**src/rtl/timer_display.sv**
```systemverilog
// Chess-clock display driver: multiplexes white/black remaining time onto an 8-digit 7-segment display.
// Optional macro TIMER_DISPLAY_BLINK_EN blinks the digits of a side whose time has expired.
module timer_display #(
  parameter int unsigned REFRESH_DIV = 100000
) (
  input  logic       clk,
  input  logic       rst,
  input  logic [9:0] countdownWhite,
  input  logic [9:0] countdownBlack,
  input  logic       turn,
  output logic [7:0] an,
  output logic [6:0] seg,
  output logic       dp,
  output logic       flagWhite,
  output logic       flagBlack
);

  localparam int unsigned CW = $clog2(REFRESH_DIV);

  typedef enum logic [1:0] {IDLE, CONV, DONE} bcd_state_e;

  logic [CW-1:0] cnt_q, cnt_d;
  logic [2:0]    idx_q, idx_d;
  logic          snap;

  // Side index 0 = black, 1 = white, matching idx_q[2].
  logic [9:0]    cd      [2];
  logic [5:0]    sec_in  [2];
  bcd_state_e    st_q    [2];
  logic [5:0]    work_q  [2];
  logic [2:0]    twork_q [2];
  logic [2:0]    msnap_q [2];
  logic [2:0]    tens_q  [2];
  logic [3:0]    units_q [2];
  logic [2:0]    mins_q  [2];
  logic          flag_q  [2];

  logic [7:0]    an_q, an_d;
  logic [6:0]    seg_q, seg_d;
  logic          dp_q, dp_d;
  logic          sd;
  logic [3:0]    digit_val;
  logic          dash, blank, hide;
  logic          unused_bit9;

  assign cd[0] = countdownBlack;
  assign cd[1] = countdownWhite;
  assign unused_bit9 = ^{countdownWhite[9], countdownBlack[9]};

  assign snap = (cnt_q == '0) && (idx_q == '0);

  always_comb begin
    for (int unsigned s = 0; s < 2; s++) begin
      sec_in[s] = (cd[s][5:0] > 6'd59) ? 6'd59 : cd[s][5:0];
    end
  end

  always_comb begin
    cnt_d = cnt_q + CW'(1);
    idx_d = idx_q;
    if (cnt_q == CW'(REFRESH_DIV - 1)) begin
      cnt_d = '0;
      idx_d = idx_q + 3'd1;
    end
  end

  always_ff @(posedge clk or negedge rst) begin
    if (!rst) begin
      cnt_q <= '0;
      idx_q <= '0;
    end else begin
      cnt_q <= cnt_d;
      idx_q <= idx_d;
    end
  end

  // Both sides share one FSM block; each converts by repeated subtraction of 10.
  always_ff @(posedge clk or negedge rst) begin
    if (!rst) begin
      for (int unsigned s = 0; s < 2; s++) begin
        st_q[s]    <= IDLE;
        work_q[s]  <= '0;
        twork_q[s] <= '0;
        msnap_q[s] <= '0;
        tens_q[s]  <= '0;
        units_q[s] <= '0;
        mins_q[s]  <= '0;
        flag_q[s]  <= 1'b0;
      end
    end else begin
      for (int unsigned s = 0; s < 2; s++) begin
        if (snap && (cd[s][8:0] == '0)) flag_q[s] <= 1'b1;
        case (st_q[s])
          IDLE: begin
            if (snap) begin
              work_q[s]  <= sec_in[s];
              twork_q[s] <= '0;
              msnap_q[s] <= cd[s][8:6];
              st_q[s]    <= CONV;
            end
          end
          CONV: begin
            if (work_q[s] >= 6'd10) begin
              work_q[s]  <= work_q[s] - 6'd10;
              twork_q[s] <= twork_q[s] + 3'd1;
            end else begin
              st_q[s] <= DONE;
            end
          end
          DONE: begin
            tens_q[s]  <= twork_q[s];
            units_q[s] <= work_q[s][3:0];
            mins_q[s]  <= msnap_q[s];
            st_q[s]    <= IDLE;
          end
          default: st_q[s] <= IDLE;
        endcase
      end
    end
  end

`ifdef TIMER_DISPLAY_BLINK_EN
  logic [23:0] blink_q;

  always_ff @(posedge clk or negedge rst) begin
    if (!rst) blink_q <= '0;
    else      blink_q <= blink_q + 24'd1;
  end

  assign hide = flag_q[sd] && blink_q[23] && (idx_q[1:0] != 2'd3);
`else
  assign hide = 1'b0;
`endif

  function automatic logic [6:0] seg_enc(input logic [3:0] v);
    case (v)
      4'd0:    return 7'h40;
      4'd1:    return 7'h79;
      4'd2:    return 7'h24;
      4'd3:    return 7'h30;
      4'd4:    return 7'h19;
      4'd5:    return 7'h12;
      4'd6:    return 7'h02;
      4'd7:    return 7'h78;
      4'd8:    return 7'h00;
      4'd9:    return 7'h10;
      default: return 7'h7F;
    endcase
  endfunction

  assign sd = idx_q[2];

  always_comb begin
    digit_val = '0;
    dash      = 1'b0;
    blank     = 1'b0;
    case (idx_q[1:0])
      2'd3: begin
        dash  = (turn == ~idx_q[2]);
        blank = ~dash;
      end
      2'd2:    digit_val = {1'b0, mins_q[sd]};
      2'd1:    digit_val = {1'b0, tens_q[sd]};
      default: digit_val = units_q[sd];
    endcase
    if (blank || hide) seg_d = 7'h7F;
    else if (dash)     seg_d = 7'h3F;
    else               seg_d = seg_enc(digit_val);
    dp_d = ~((idx_q[1:0] == 2'd2) && !hide);
    an_d = ~(8'd1 << idx_q);
  end

  always_ff @(posedge clk or negedge rst) begin
    if (!rst) begin
      an_q  <= '1;
      seg_q <= '1;
      dp_q  <= 1'b1;
    end else begin
      an_q  <= an_d;
      seg_q <= seg_d;
      dp_q  <= dp_d;
    end
  end

  assign an        = an_q;
  assign seg       = seg_q;
  assign dp        = dp_q;
  assign flagWhite = flag_q[1];
  assign flagBlack = flag_q[0];

endmodule

```
**config.mk**
```make
export PLATFORM = sky130hd
export DESIGN_NAME = timer_display
export DESIGN_NICKNAME = d
export VERILOG_FILES = /design/src/rtl/timer_display.sv
export SDC_FILE = /design/constraint.sdc
export NUM_CORES = 1
export LEC_CHECK = 0
export BUFFER_PORTS_ARGS = -buffer_cell sky130_fd_sc_hd__buf_4
export CELL_PAD_IN_SITES_DETAIL_PLACEMENT = 0
export CELL_PAD_IN_SITES_GLOBAL_PLACEMENT = 1
export CORE_MARGIN = 3
export CORE_UTILIZATION = 45
export CTS_CLUSTER_SIZE = 8
export DETAILED_ROUTE_END_ITERATION = 10
export PLACE_DENSITY = 0.83
export SLEW_MARGIN = 25
export SYNTH_ARGS = -nofsm -noshare
export SYNTH_HDL_FRONTEND = slang
export SYNTH_SLANG_ARGS = --single-unit
```
**constraint.sdc**
```tcl
create_clock -name clk -period 3.85 [get_ports clk]
set_clock_uncertainty 0.15 [all_clocks]
set_input_delay 0.385 -clock clk [delete_from_list [all_inputs] [get_ports clk]]
set_output_delay 0.385 -clock clk [all_outputs]
set_load 0.05 [all_outputs]
```
==> results of run 1 <==
-- cell usage after synthesis, types with 4 or more instances --
cell,instances,area (µm²)
nor4_1,5,31.28
o21ai_0,17,85.08
a31oi_1,5,31.28
ha_1,16,200.2
xor2_1,8,70.07
a22o_1,4,35.03
inv_1,21,78.83
clkbuf_1,8,30.03
nor2b_1,6,37.54
nor3_1,13,65.06
nand3_1,16,80.08
nand2_1,28,105.1
dfstp_2,16,420.4
dfrtp_1,70,1752
xnor2_1,10,87.58
nand4_1,7,43.79
a21oi_1,9,45.04
mux2_2,38,427.9
nor2_1,28,105.1
-- area by class of cell --
cell class,count,share of cell area
clock inverter,5,0.01780
timing repair buffer,44,0.07042
inverter,21,0.01649
clock buffer,11,0.02749
multi-input combinational,258,0.3851
tap,108,0.02827
sequential,86,0.4544
-- cell families after synthesis --
kind of cell               after synthesis  synth area share
and+or+nand+nor                        121            0.1458
muxes                                   41            0.1119
adders and majority gates               16           0.04838
xor gates and xnor gates                18           0.03810
DFF                                     86            0.5249
buffers and inverters                   31           0.03024
AOI/OAI and AO/OA                       62            0.1007
-- worst reg2reg max path, stage by stage (launching register included) --
cell and delay [ps]:
dfrtp_1 410, inv_1 150, ha_1 340, nor2b_1 110
a222oi_1 760, inv_1 150, ha_1 220, nor3b_1 270
a211oi_1 80, a21o_1 170
-- cell usage in the layout, fill, tap and decap left out, drive strengths merged, types with 8 or more instances in the layout --
cell / n
mux2: 39
o21ai: 17
inv: 21
nand3: 16
xor2: 8
nor3: 13
xnor2: 10
nand2: 28
buf: 43
nor2: 28
dfstp: 16
clkbuf: 11
dfrtp: 70
ha: 16
a21oi: 9
-- registers in the layout (all words and copies together), names as in the netlist --
signal,count
units_q,8
idx_q,3
work_q,12
dp,1
st_q,4
twork_q,6
flagBlack,1
seg,7
cnt_q,17
tens_q,6
mins_q,6
an,8
flagWhite,1
msnap_q,6
-- path summary, 6_finish.rpt --
| path | start | end | slack [ps] | cells after the start |
|---|---|---|---|---|
| setup / recovery | idx_q[0] | seg[6] | 960 | 9 |
| hold / removal | countdownWhite[6] | msnap_q[0] | 110 | 2 |
| setup reg to reg | idx_q[0] | seg[6] | 960 | 9 |
| hold reg to reg | flagBlack | flagBlack | 320 | 1 |
| max in group asynchronous | rst | cnt_q[2] | 2540 | 2 |
| min in group asynchronous | rst | tens_q[2] | 500 | 2 |
-- layer usage --
layer / share of wire / GRT usage / vias to the layer above / routed length, µm
met5: 0 / 0 / - / 0
met4: 0.022 / 0.07669 / 0 / 179
met2: 0.45 / 0.2666 / 56 / 3775
met1: 0.49 / 0.2435 / 1410 / 4040
met3: 0.037 / 0.02253 / 15 / 306
li1: - / - / 1432 / -
-- power breakdown --
part | internal, mW | total [mW] | switching, mW
combinational | 0.355 | 0.755 | 0.401
clock | 0.368 | 0.690 | 0.322
sequential | 1.12 | 1.29 | 0.166
-- stage by stage --
stage	std cells	area [µm²]	total power [mW]	utilization	hold slack, ps
floorplan	375	4138	1.824	-	-60.59
global placement	516	4549	2.023	0.5166	303.7
detailed placement	516	4549	2.057	0.5166	311.4
CTS	532	4766	2.749	0.5412	99.71
global route	533	4780	2.896	0.5428	110.0
finish	533	4780	2.734	0.5428	111.7
-- timing repair --
item | in CTS | in global routing
buffers inserted | 0 | 0
endpoints found under the hold margin | 0 | 6
hold buffers | 0 | 1
==> reports/summary.md, run 1 <==
• Critical-path top delay cell: a222oi_1
• endpoint type of the worst setup path: flop
• layout cell share with drive strength beyond 1: 0.2729
• vias per cell: 5.465
• number of synthesized flops with an enable pin: 0
• Worst Path Class, Setup: reg -> reg
• number of nets in the synthesized netlist: 414
• number of DRC violations after detailed routing: 0
• share of the cycle needed by the critical path after routing: 0.7495
• buffering stage count on the worst path with inverters included: 2
• Nets: 459
• clock tree from TritonCTS: built
• count of maximum capacitance violations: 0
• CTS Root Buffer Type: clkbuf_8
• die area: 10380 µm²
• RSZ-0062 raised after global routing: no
• row count: 34
• upper clock frequency limit: 0.3465 GHz
• length of the first detailed-routing pass in iterations: 4
• routed vias: 2913
• die height: 101.9 µm
• fin crit period: 2886 ps
• crit path max fanout: 9
• count of final hold-check violations: 0
• average routed wire per standard cell: 15.57 µm
• VDD IR max: 0.2978 mV
• filler cell count in the final layout: 765
• Bufs on Longest Clock Path: 2
• number of instances resized during post-cts repair: 0
• transition at the pin with the smallest max-transition slack: 884.5 ps
• result of the run: finished, final reports clean
• Required @ worst endpoint: 4000 ps
• leakage power of the design: 2.157 nW
• Clock Latency Late Sink: 370 ps
• total wirelength of the detailed-routed design: 8301 µm
• Yosys warning total: 0
• IO Pins: 41
• category of cells accounting for the largest share of critical-path delay: compound AO/OA/AOI/OAI gates
• Worst EP arrival: 3030 ps
• Post-synth top flop: dfrtp_1
• number of input and output port buffers inserted: 38
• area used by multi-input combinational logic: 1841 µm²
• count of different cell masters after synthesis: 50
• async set-reset flop share out of synthesis: 1.000
• width of the die: 101.9 µm
• cell-by-cell trace of the critical path: inv_1 > ha_1 > nor2b_1 > a222oi_1 > inv_1 > ha_1 > nor3b_1 > a211oi_1 > a21o_1
• post-synthesis average cell area: 11.03 µm²
• effective utilization at floorplan: 0.4699
• power per cell area: 571.9 nW/µm²
• critical path startpoint category: flop
• kind of path behind the tightest hold check: in -> reg
• number of buffers inserted during clock tree synthesis: 9
• Post-Place Setup Slack: 1069 ps
• number of cells produced by synthesis: 375
• weighted congestion at the end of routability-driven global placement: 0.8111
• number of nets still failing antenna checks after routing: 0
• maximum single-stage delay on the critical path: 760 ps
• global-route congestion overflow total: 0
• Final Setup Violations: 0
• core outline area: 8806 µm²
• register cell area after layout: 2172 µm²
• half-perimeter wire length after placement: 5944 µm
• number of antenna violations at the first check in global routing: 0
• GRT Resource Usage Total: 0.1721
• via count of the first global-routing pass: 2850
• number of clock sinks: 86
• detailed router's first-iteration violation count: 125
• Rel. slew slack: 0.4049
• growth of design area from synthesis to finish: 15.51%
• count of final max-slew check failures: 0
• CTS clock-pin slew for the worst setup and hold paths: 90 ps
• count of H-tree levels built during CTS: 3
• netlist area before placement: 4138 µm²
• number of antenna diodes: 0
• maximum number of pins on one net before global-route repair: 87
• part of the Yosys area used for sequential elements: 0.5249
• Setup Total Neg Slack: 0 ps
• wire length of the first global-routing pass: 13980 µm
• total of flip-flops plus latches after synthesis: 86
• final critical-path setup slack: 964.3 ps
Note: power is estimated with default switching activity, not from simulation.
==> inputs of run 2 (changes only) <==
- CORE_UTILIZATION: 45 -> 42
- PLACE_DENSITY: 0.83 -> 0.81
- clock period: 3.85 -> 2.45 ns (I/O delays scaled with it)
==> run 2 against run 1 <==
  * Setup slack got worse by 840 ps
  * Sequential share of layout area decreased by 2.8 points
  * Clock power increased by 71%
  * Die area increased by 6.7%
  * Sequential power increased by 57%
  * Via count increased by 3.0%
  * Global-route usage decreased by 0.82 points
  * First-iteration DRC count decreased by 21%
  * Critical path depth increased by 1
  * Maximum frequency increased by 24%
  * Cell count increased by 9.0%
==> reports/summary.md, run 2 (synthesis gave the netlist of run 1 again) <==
• effective utilization at floorplan: 0.4395
• routed vias: 3000
• VDD IR max: 0.4717 mV
• Post-Place Setup Slack: 38.66 ps
• total power after layout: 4.441 mW
• final cell utilization of the core: 0.5411
• Worst EP arrival: 2470 ps
• core outline area: 9415 µm²
• upper clock frequency limit: 0.4305 GHz
• IO Pins: 41
• row count: 35
• endpoint type of the worst setup path: flop
• GRT Resource Usage Total: 0.1639
• layout cell share with drive strength beyond 1: 0.3230
• flip-flop count of the largest register after layout: 17
• RSZ-0062 raised after global routing: yes
• kind of path behind the tightest hold check: in -> reg
• number of buffers inserted during clock tree synthesis: 9
• die height: 105.3 µm
• number of nets still failing antenna checks after routing: 0
• number of antenna violations at the first check in global routing: 0
• commonest cells after routing, fill and taps aside: dfrtp_1 (69), buf_4 (62), mux2_2 (38), nand2_1 (28), nor2_1 (28)
• Required @ worst endpoint: 2590 ps
• clock tree from TritonCTS: built
• CTS clock-pin slew for the worst setup and hold paths: 90 ps
• number of clock sinks: 86
• via count of the first global-routing pass: 3022
• maximum number of pins on one net before global-route repair: 46
• number of antenna diodes: 0
• crit path max fanout: 4
• Combinational Power Share: 0.279
• number of DRC violations after detailed routing: 0
• Inst Count DP: 554
• fin crit period: 2323 ps
• commonest non-fill, non-tap cell in the layout: dfrtp_1
• weighted congestion at the end of routability-driven global placement: 0.8040
• detailed router's first-iteration violation count: 99
• average routed wire per standard cell: 14.65 µm
• Sw Share: 0.3166
• Rel. slew slack: 0.6151
• Cell Count, Final, Fillers Out: 581
• power per cell area: 871.6 nW/µm²
• Clock Latency Late Sink: 360 ps
• Worst Path Class, Setup: reg -> reg
• critical path startpoint category: flop
• Regs by FF count: cnt_q (17), work_q (12)
• wire length of the first global-routing pass: 14650 µm
• global-route congestion overflow total: 0
• Bufs on Longest Clock Path: 2
• flop2flop setup slack: 130 ps
• Final Setup Violations: 0
• count of final hold-check violations: 0
• Nets: 486
• width of the die: 105.3 µm
• sequential cell fraction of total power: 0.456
• net switching power figure: 1.406 mW
• number of input and output port buffers inserted: 38
• CTS Root Buffer Type: clkbuf_8
• count of final max-slew check failures: 0
• worst hold margin: 8.181 ps
• share of the cycle needed by the critical path after routing: 0.9482
• leakage power of the design: 2.303 nW
• count of maximum capacitance violations: 0
• Post-Layout Inst Area: 5095 µm²
• length of the first detailed-routing pass in iterations: 5
• transition at the pin with the smallest max-transition slack: 577.4 ps
• result of the run: finished, final reports clean
• growth of design area from synthesis to finish: 23.13%
• half-perimeter wire length after placement: 6194 µm
• total placed instance area: 4721 µm²
• count of H-tree levels built during CTS: 3
• final critical-path setup slack: 126.9 ps
• P_int: 3.035 mW
• Most flops, register: cnt_q
• die area: 11080 µm²
• portion of total power attributed to the clock network: 0.266
• vias per cell: 5.164
• total wirelength of the detailed-routed design: 8513 µm
• Setup Total Neg Slack: 0 ps
==> run 2: final timing paths <==
path,startpoint,endpoint,cells past startpoint
max in group asynchronous,rst,seg[3],3
worst max register to register,idx_q[0],seg[6],10
min in group asynchronous,rst,idx_q[2],2
worst min-delay path,countdownWhite[3],work_q[3],3
worst max-delay path,idx_q[0],seg[6],10
worst min register to register,flagWhite,flagWhite,1
==> run 2: area by class of cell <==
type | instances | area [µm²]
clock buffers | 9 | 123.9
clock inverters | 7 | 112.6
fillers | 830 | 4320
inverters | 21 | 78.83
multi-input cells | 258 | 1879
flip-flops and latches | 86 | 2173
well taps | 129 | 161.4
repair buffers | 71 | 565.5
==> run 2: power groups by stage <==
stage / logic, mW / registers, mW / clock network [mW]
after floorplan: 0.756 / 2.12 / 0
after global placement: 1.19 / 2.03 / 0
after detailed placement: 1.22 / 2.05 / 0
after CTS: 1.24 / 2.03 / 1.20
after global routing: 1.39 / 2.08 / 1.26
final: 1.24 / 2.02 / 1.18
==> run 2: timing repair <==
| item | CTS | global route |
|---|---|---|
| hold endpoints to repair | 48 | 0 |
| buffers inserted | 0 | 3 |
| hold buffers | 8 | 0 |
| resized for setup | 0 | 8 |
| setup endpoints to repair | 0 | 25 |
==> run 2: critical path, cell delays in order (launching register included) <==
cell	delay, ps
dfrtp_1	370
inv_1	70
buf_4	150
ha_2	210
nor2b_1	150
a222oi_1	420
inv_1	130
ha_2	200
nor3b_2	180
a211oi_1	70
a21o_1	160
==> run 2: layer usage <==
metal,up-vias,routed length (µm),GRT usage
met3,8,282,0.03613
met2,58,4036,0.2596
met4,0,101,0.04967
met5,-,0,0
li1,1479,-,-
met1,1455,4091,0.2256
==> inputs of run 3 (changes only) <==
- BUFFER_PORTS_ARGS: -buffer_cell sky130_fd_sc_hd__buf_4 -> not set
- CORE_MARGIN: 3 -> 2
- CORE_UTILIZATION: 42 -> 45
- CTS_BUF_LIST: not set -> sky130_fd_sc_hd__clkbuf_8
- DONT_BUFFER_PORTS: not set -> 1
==> run 3 against run 2 <==
  * Sequential power grew 9%
  * Setup slack lost 3.4 ps
  * Via count shrank 3.0%
  * Final area shrank 5.1%
  * Hold slack gained 5.3 ps
  * Largest power group unchanged
==> reports/summary.md, run 3 (synthesis gave the netlist of run 1 again) <==
• wire length of the first global-routing pass: 14200 µm
• RSZ-0062 raised after global routing: yes
• count of H-tree levels built during CTS: 3
• detailed router's first-iteration violation count: 113
• Nets: 457
• result of the run: finished, final reports clean
• Setup Total Neg Slack: 0 ps
• filler cell count in the final layout: 767
• count of maximum capacitance violations: 0
• commonest non-fill, non-tap cell in the layout: dfrtp_1
• number of clock sinks: 86
• share of the cycle needed by the critical path after routing: 0.9496
• weighted congestion at the end of routability-driven global placement: 0.7776
• total wirelength of the detailed-routed design: 8158 µm
• transition at the pin with the smallest max-transition slack: 539.8 ps
• core outline area: 8806 µm²
• count of final max-slew check failures: 0
• upper clock frequency limit: 0.4298 GHz
• crit path max fanout: 4
• kind of path behind the tightest hold check: in -> reg
• critical path startpoint category: flop
• maximum number of pins on one net before global-route repair: 87
• number of DRC violations after detailed routing: 0
• row count: 34
• die area: 9978 µm²
• IO Pins: 41
• GRT Resource Usage Total: 0.1802
• Required @ worst endpoint: 2590 ps
• layout cell share with drive strength beyond 1: 0.2459
• Worst EP arrival: 2460 ps
• commonest cells after routing, fill and taps aside: dfrtp_1 (69), mux2_2 (38), nand2_1 (28), nor2_1 (28), buf_4 (23)
• Most flops, register: cnt_q
• number of antenna diodes: 0
• routed vias: 2909
• leakage power of the design: 2.149 nW
• number of input and output port buffers inserted: 0
• power per cell area: 864.6 nW/µm²
• via count of the first global-routing pass: 2929
• final cell utilization of the core: 0.5493
• number of nets still failing antenna checks after routing: 0
• fin crit period: 2327 ps
• effective utilization at floorplan: 0.4699
• Clock Latency Late Sink: 360 ps
• Bufs on Longest Clock Path: 2
• total power after layout: 4.182 mW
• growth of design area from synthesis to finish: 16.90%
• Final Setup Violations: 0
• Worst Path Class, Setup: reg -> reg
• CTS Root Buffer Type: clkbuf_8
• clock tree from TritonCTS: built
• flip-flop count of the largest register after layout: 17
• VDD IR max: 0.4464 mV
• number of antenna violations at the first check in global routing: 0
• Regs by FF count: cnt_q (17), work_q (12)
• global-route congestion overflow total: 0
• count of final hold-check violations: 0
• vias per cell: 5.478
• length of the first detailed-routing pass in iterations: 4
• endpoint type of the worst setup path: flop
• half-perimeter wire length after placement: 5782 µm
• Rel. slew slack: 0.6394
• number of buffers inserted during clock tree synthesis: 9
• CTS clock-pin slew for the worst setup and hold paths: 80 ps
• average routed wire per standard cell: 15.36 µm
• die height: 99.89 µm
• width of the die: 99.89 µm
[run 3: cell count changes in the layout (fill, tap and decap cells not counted), moves of 2 or more]
cell	before	now
ha_2	3	0
bufinv_16	3	1
dlygate4sd3_1	8	18
clkinv_2	3	1
ha_1	13	16
buf_4	62	23
[run 3: critical path, cell delays in order, from the launching register on]
cell and delay, ps:
dfrtp_1 370, inv_1 70, buf_4 140, ha_1 240, nor2b_1 160, a222oi_1 380, inv_1 110, ha_1 210
nor3b_2 180, a211oi_1 80, a21o_1 170
[run 3: worst paths after layout]
check	from	slack (ps)	cells after the start	endpoint
max in group asynchronous	rst	1470	2	an[0]
min in group asynchronous	rst	330	2	work_q[3]
hold / removal	countdownWhite[2]	10	4	work_q[2]
setup reg to reg	idx_q[0]	120	10	seg[6]
setup / recovery	idx_q[0]	120	10	seg[6]
hold reg to reg	mins_q[2]	360	1	mins_q[2]
[run 3: what timing repair did]
item | 4_1_cts | 5_1_grt
endpoints found under the hold margin | 104 | 0
gates resized for setup | 0 | 5
buffers inserted | 0 | 2
hold buffers | 19 | 0
setup endpoints to repair | 0 | 20
[run 3: through the flow]
step / hold WS, ps / instances / instance area (µm²) / worst slack [ps]
global route: 11.36 / 531 / 4837 / -29.82
CTS: 0.9651 / 529 / 4797 / 85.36
finish: 13.46 / 531 / 4837 / 123.4
detailed placement: -196.9 / 494 / 4389 / 90.90
floorplan: -200.6 / 375 / 4144 / 27.56
global placement: -197.4 / 494 / 4389 / 144.2
[run 3: area by class of cell]
cell class | instances | area (µm²) | area share
Sequential cell | 86 | 2173 | 0.4493
Clock buffer | 10 | 137.6 | 0.02845
Multi-Input combinational cell | 258 | 1869 | 0.3864
Inverter | 21 | 78.83 | 0.01630
Tap cell | 108 | 135.1 | 0.02794
Clock inverter | 6 | 62.56 | 0.01293
Timing Repair Buffer | 42 | 380.4 | 0.07863
[run 3: per-layer routing]
layer,wire length [µm],vias to the layer above,global-route usage,share of wire
li1,-,1430,-,-
met1,3893,1413,0.2483,0.48
met2,3842,56,0.2853,0.47
met3,301,10,0.03830,0.037
met4,122,0,0.06112,0.015
met5,0,-,0,0
[run 3: report_power, final]
group          switching [mW]  total [mW]  internal, mW  leakage, nW
clock                   0.487       0.981         0.495       0.0997
sequential              0.424        2.20          1.77         1.07
combinational           0.465        1.00         0.539        0.977
